$ cat src/rtl/window5_gen.sv
// Sliding 5-sample window generator with edge replication at both line ends.
// Feeds the 5-tap Gaussian stage: one registered window per input sample.
module window5_gen #(
  parameter int DATA_WIDTH = 14
) (
  input  logic                    clk,
  input  logic                    rst_n,
  input  logic                    in_valid,
  input  logic [DATA_WIDTH-1:0]   in_value,
  input  logic                    in_last,
  output logic                    in_ready,
  output logic                    out_window_valid,
  output logic [5*DATA_WIDTH-1:0] out_window_value,
  output logic                    out_window_last
);

  typedef enum logic [1:0] {IDLE, RUN, FLUSH1, FLUSH2} state_t;

  state_t                       state, state_nx;
  logic [1:0]                   cnt, cnt_nx;
  logic [4:0][DATA_WIDTH-1:0]   s;
  logic [DATA_WIDTH-1:0]        feed;
  logic                         accept, load, shift, emit, last_nx;

  assign in_ready         = (state == IDLE) || (state == RUN);
  assign accept           = in_valid && in_ready;
  assign out_window_value = s;
  // Flush cycles re-insert the newest sample to replicate the right edge.
  assign feed             = (state == RUN) ? in_value : s[4];

  always_comb begin
    state_nx = state;
    cnt_nx   = cnt;
    load     = 1'b0;
    shift    = 1'b0;
    emit     = 1'b0;
    last_nx  = 1'b0;
    case (state)
      IDLE: begin
        if (accept) begin
          load     = 1'b1;
          cnt_nx   = 2'd1;
          state_nx = in_last ? FLUSH1 : RUN;
        end
      end
      RUN: begin
        if (accept) begin
          shift  = 1'b1;
          cnt_nx = (cnt == 2'd3) ? 2'd3 : cnt + 2'd1;
          emit   = (cnt >= 2'd2);
          if (in_last) state_nx = FLUSH1;
        end
      end
      FLUSH1: begin
        shift = 1'b1;
        emit  = 1'b1;
        if (cnt >= 2'd2) begin
          state_nx = FLUSH2;
        end else begin
          state_nx = IDLE;
          cnt_nx   = 2'd0;
          last_nx  = 1'b1;
        end
      end
      FLUSH2: begin
        shift    = 1'b1;
        emit     = 1'b1;
        last_nx  = 1'b1;
        cnt_nx   = 2'd0;
        state_nx = IDLE;
      end
      default: begin
        state_nx = IDLE;
        cnt_nx   = 2'd0;
      end
    endcase
  end

  always_ff @(posedge clk or negedge rst_n) begin
    if (!rst_n) begin
      state            <= IDLE;
      cnt              <= 2'd0;
      s                <= '0;
      out_window_valid <= 1'b0;
      out_window_last  <= 1'b0;
    end else begin
      state            <= state_nx;
      cnt              <= cnt_nx;
      out_window_valid <= emit;
      out_window_last  <= last_nx;
      if (load)       s <= {5{in_value}};
      else if (shift) s <= {feed, s[4:1]};
    end
  end

endmodule

$ cat config.mk
export PLATFORM = sky130hd
export DESIGN_NAME = window5_gen
export DESIGN_NICKNAME = d
export VERILOG_FILES = /design/src/rtl/window5_gen.sv
export SDC_FILE = /design/constraint.sdc
export NUM_CORES = 1
export LEC_CHECK = 0
export BUFFER_PORTS_ARGS = -buffer_cell sky130_fd_sc_hd__buf_2
export CORE_AREA = 2 2 87 89
export CTS_BUF_LIST = sky130_fd_sc_hd__clkbuf_8
export DETAILED_ROUTE_END_ITERATION = 10
export DIE_AREA = 0 0 89 91
export HOLD_SLACK_MARGIN = 0.05
export PLACE_DENSITY = 0.76
export SETUP_SLACK_MARGIN = 0.02
export SKIP_LAST_GASP = 1
export SLEW_MARGIN = 20
export SYNTH_ARGS = -nofsm -noshare
export SYNTH_HDL_FRONTEND = slang
export SYNTH_SLANG_ARGS = --single-unit
$ cat constraint.sdc
create_clock -name clk -period 1.4 [get_ports clk]
set_input_delay 0.21 -clock clk [delete_from_list [all_inputs] [get_ports clk]]
set_output_delay 0.21 -clock clk [all_outputs]
set_load 0.02 [all_outputs]
### Word-level counts from Yosys, hierarchy flattened

Index checks and enable logic that the tools add are counted.

* reduce and logical (&&, ||, !) cells: 9
* muxes and demuxes: 21
* equality and inequality tests: 8
* $add $sub $neg: 1
* $lt $le $gt $ge: 1

Operators with widths (count)
* two-way mux 70 bit: 2
* two-way mux 2 bit: 9
* case mux 2 bit (4 select lines): 2
* two-way mux 14 bit: 1
* inequality test 2 bit, second input constant: 4
* equality test 2 bit, second input constant: 3
* case mux 1 bit (2 select lines): 3
* AND reduction 3 bit: 2
* two-way mux 1 bit: 4
* nonzero test 2 bit: 2
* adder 2 x 1 -> 2 bit, second input constant: 1
* equality test 2 x 1 -> 1 bit, second input constant: 1
* greater-or-equal comparator 2 bit, second input constant: 1
* logical NOT 2 bit: 1
* AND reduction 2 bit: 1
* OR reduction 2 bit: 1
* logical AND 1 bit: 1
* logical OR 1 bit: 1

* input bits: 18
* word-level logic and storage cells: 49
* output and inout bits: 73
* register bits after elaboration: 76

### Longest topological paths before layout

* depth after elaboration: 7
* depth in mapped cells: 6
* mapped depth without buffers: 3

### Worst setup path after synthesis

OpenSTA, ideal clock, no wires.

* kind: reg2reg
* start: register state[1]
* end: register s, in the netlist out_window_value[60]
* cell stages (with the launch flop): 5
* setup slack: 0.085 ns
* data arrival time: 1.190 ns
* cell sequence: dfrtp_1 > inv_1 > nand2_2 > buf_2 > mux2_2

* word-level cells in the longest chain between the ends: 7

RTL lines
* start, declared: line 19 `state_t state, state_nx;`
* start signal, assigned: line 87 `state <= state_nx;`
* equality test 2 x 1 -> 1 bit / logical NOT 2 bit (equally long branches): line 25 `assign in_ready = (state == IDLE) || (state == RUN);`
* logical OR 1 bit (*): line 25
* net in_ready: line 11 `output logic in_ready,`
* logical AND 1 bit (*): line 26 `assign accept = in_valid && in_ready;`
* two-way mux 1 bit (*): line 40, 47
* case mux 1 bit (2 select lines) / two-way mux 1 bit (equally long branches): line 38 `case (state)`
* nonzero test 2 bit (no line)
* AND reduction 2 bit (no line)
* end signal, assigned: line 91 `if (load) s <= {5{in_value}};`
* end signal, assigned: line 92 `else if (shift) s <= {feed, s[4:1]};`
* end, declared: line 21 `logic [4:0][DATA_WIDTH-1:0] s;`

The timed path passes the listed nets; every way through them passes the cells marked *.
A chain may end at the register's enable or synchronous reset.

### Final worst setup path

* start: register state[1]
* end: output in_ready

* word-level cells in the longest chain between the ends: 2

RTL lines (line)
* equality test 2 x 1 -> 1 bit / logical NOT 2 bit (equally long branches): 25
* logical OR 1 bit (*): 25
* end, declared: 11

Mark *: on every way between the ends. The rest lies on a longest branch, timed or not.

==> results.toml <==
[final_layout]
drive_above_1_share_pct = 40.5
antenna_cells = 0
net_count_of_the_finished_layout = 425
postLayoutCoreUtil_pct = 60.6
multi_input_comb_area_um2 = 1450
layout.cells.non_filler = 511
seqCellArea_um2 = 1900
layout.filler_cells = 620
area_delta_synth_final_pct = 23.4
design_area_um2 = 4320

[worst_setup_path]
timing.critical_path.buf_inv = 3
crit_path_top_delay_cell = "sky130_fd_sc_hd__dfrtp_2"
worst_setup_path_end_kind = "primary output"
cp_data_required_time_ns = 1.19
critical_path.top_delay_family = "flip-flops"
criticalPathCategory = "reg2out"
crit_arrival_ns = 1.11
critical_path_max_stage_delay_ns = 0.45
worstPathCellList = "inv_2 -> buf_4 -> buf_6"
timing.critical_path.from_type = "flip-flop"
cp_max_fo = 5

[synthesis]
synth_area_per_cell_um2 = 10.9
yosys_warnings = 0
ys_seq_elements = 76
synth_edf_count = 0
post_synth_main_area_contributors = "sky130_fd_sc_hd__dfrtp_1 54%, sky130_fd_sc_hd__a21oi_1 8.4%, sky130_fd_sc_hd__a22oi_1 7.9%"
synth-async-reset-ratio_pct = 100
syn-num-nets = 338
ys_top_cells_by_count = "76 x sky130_fd_sc_hd__dfrtp_1, 60 x sky130_fd_sc_hd__nand2_1, 59 x sky130_fd_sc_hd__a21oi_1"
synthDominantCellAreaShare_pct = 54.3
postSynthCellCount = 320
post-synth-top-area-cell = "sky130_fd_sc_hd__dfrtp_1"
synth_flop_cell = "sky130_fd_sc_hd__dfrtp_1"
netlist-cell-type-count = 20
synth.most_common_cell = "sky130_fd_sc_hd__dfrtp_1"
synth_sequential_area_ratio_pct = 54.3
netlist_area_um2 = 3500

[pwr]
total_switching_power_uw = 2640
power.share.clock_pct = 25.1
power.share.combinational_pct = 30.4
p_seq_share_pct = 44.5
cellPowerDensity_nw_per_um2 = 1670
leakage_component_of_the_power_uw = 0.00211
swShare_pct = 36.5
internal-power_uw = 4590
max-vdd-ir-drop_mv = 0.844

[floorplanning]
die_w_um = 89
floorplan.die.height_um = 91
coreArea_um2 = 7140
start_util_pct = 49.1
row_count = 31
ios = 91
die_area_um2 = 8100

[clock_network]
ctsHtreeMaxLevel = 3
cts_setup_buffers = 0
clk_transition_reported_paths_ns = 0.07
cts_tree = "done"
cts.sinks = 76
maximum_root_to_sink_buffer_count = 2
clock_root_buffer_master = "sky130_fd_sc_hd__clkbuf_8"
insertion_delay_of_the_later_clocked_pin_in_the_worst_skew_pair_ns = 0.34
cts_inserted_buffers = 9

[timing]
final-max-slew-violation-count = 0
timing.max_slew.rel_slack_pct = 69.0
final_min_period_over_clock_period_pct = 94.0
clock.fmax_ghz = 0.760
worst_slew_pin_slew_ns = 0.464
hold_viol = 0
final-setup-viol-count = 0
finalHoldWorstSlack_ns = 0.115
clock-skew-final_ns = 0.00607
grt_setup_unrepaired = "false"
min_clock_period_post_route_ns = 1.32

[min_path]
hold_path_class = "in2reg"

[routing]
routed_via_density = 5.59
drc = 0
drt_first_pass_iters = 4
drt-initial-drc-count = 155
antenna_violating_nets_post_route = 0
detailroute.via_count = 2855
wl_per_cell_um = 15.6
wl_um = 7990

[global_route]
grt_first_pass_wirelength_um = 12800
globalRouteOverflowTotal = 0
first_global_vias = 2663
global_router_s_overall_resource_usage_pct = 20.1
grt_start_max_net_pins = 77
antenna_found_initial = 0

[run_status]
status = "finished clean"

[place]
placed_cells_incl_taps = 493
dpl-instance-area_um2 = 4080
post-dp-hpwl_um = 5000
gp_routability_congestion = 0.784
place.port_buffers = 90

[flow_run]
cap_viol_max_count = 0
==> per-stage QoR <==
step / setup WS, ns / total power [uW] / setup TNS [ns]
final: 0.0835 / 7220 / 0
after global routing: 0.0331 / 7640 / 0
after CTS: 0.0230 / 7280 / 0
after detailed placement: -0.0178 / 5450 / -0.0178
after global placement: 0.0443 / 5390 / 0
after floorplan: 0.0850 / 4620 / 0
==> repair_timing <==
item                       CTS  global route
resized for setup            1             3
cloned                       0             1
setup endpoints to repair    1            55
hold endpoints to repair    76             0
hold buffers                 1             0
==> layer usage <==
layer  up-vias  wire, um  track usage (%)
met3         9       493             4.09
li1       1343         -                -
met4         0        99             6.97
met1      1416      3500             27.6
met5         -         0                0
met2        87      3890             31.6
==> final timing paths <==
path / end / cells after the start / slack, ns / start
min in group asynchronous: out_window_value[1] / 3 / 0.44 / rst_n
max: in_ready / 3 / 0.08 / state[1]
min reg2reg: out_window_value[0] / 2 / 0.49 / out_window_value[0]
max reg2reg: out_window_value[35] / 5 / 0.12 / state[1]
max in group asynchronous: state[1] / 3 / 0.64 / rst_n
min: out_window_value[66] / 2 / 0.11 / in_value[10]
==> cell usage in the layout, fill, tap and decap left out <==
cell type and count:
sky130_fd_sc_hd__nand3_1 1, sky130_fd_sc_hd__buf_4 4, sky130_fd_sc_hd__a22oi_1 37, sky130_fd_sc_hd__buf_6 1, sky130_fd_sc_hd__a22oi_2 19, sky130_fd_sc_hd__nor3_1 1
sky130_fd_sc_hd__clkbuf_8 10, sky130_fd_sc_hd__bufinv_16 2, sky130_fd_sc_hd__and2_4 2, sky130_fd_sc_hd__mux2_2 14, sky130_fd_sc_hd__dfrtp_1 75, sky130_fd_sc_hd__clkinv_2 3
sky130_fd_sc_hd__dfrtp_2 1, sky130_fd_sc_hd__nand2_1 60, sky130_fd_sc_hd__a21oi_1 59, sky130_fd_sc_hd__dlygate4sd3_1 1, sky130_fd_sc_hd__inv_1 4, sky130_fd_sc_hd__nand2_2 1
sky130_fd_sc_hd__buf_12 6, sky130_fd_sc_hd__and4bb_2 14, sky130_fd_sc_hd__inv_2 1, sky130_fd_sc_hd__a311oi_1 1, sky130_fd_sc_hd__buf_2 88, sky130_fd_sc_hd__and3_1 1
sky130_fd_sc_hd__o21ai_0 5, sky130_fd_sc_hd__nor2_4 1
==> cell type report <==
class,instances,area share (%)
Clock buffer,10,3.18
Multi-Input combinational cell,216,33.6
Sequential cell,76,44.0
Inverter,4,0.347
Tap cell,99,2.86
Timing Repair Buffer,100,14.1
Clock inverter,6,1.82
==> cells by family (layout without fill, tap and decap cells) <==
family | count (synthesis) | count (layout) | share of synthesized area, %
multiplexers | 14 | 14 | 4.50
flip-flops | 76 | 76 | 54.3
AO/OA/AOI/OAI | 121 | 121 | 24.1
AND/OR/NAND/NOR | 80 | 81 | 12.4
buffers and inverters | 29 | 120 | 4.68
==> flip-flops by register name (all words and copies together), names as in the netlist <==
name	count
cnt	2
out_window_last	1
state	2
out_window_valid	1
out_window_value	70
==> power by group through the flow <==
stage / combinational (uW) / clock [uW] / sequential (uW)
5_1_grt: 2400 / 1940 / 3300
3_3_place_gp: 2160 / 0 / 3230
2_1_floorplan: 836 / 0 / 3790
3_5_place_dp: 2210 / 0 / 3240
6_report: 2190 / 1810 / 3220
4_1_cts: 2210 / 1860 / 3210
Power figures use the tool's default switching activity.
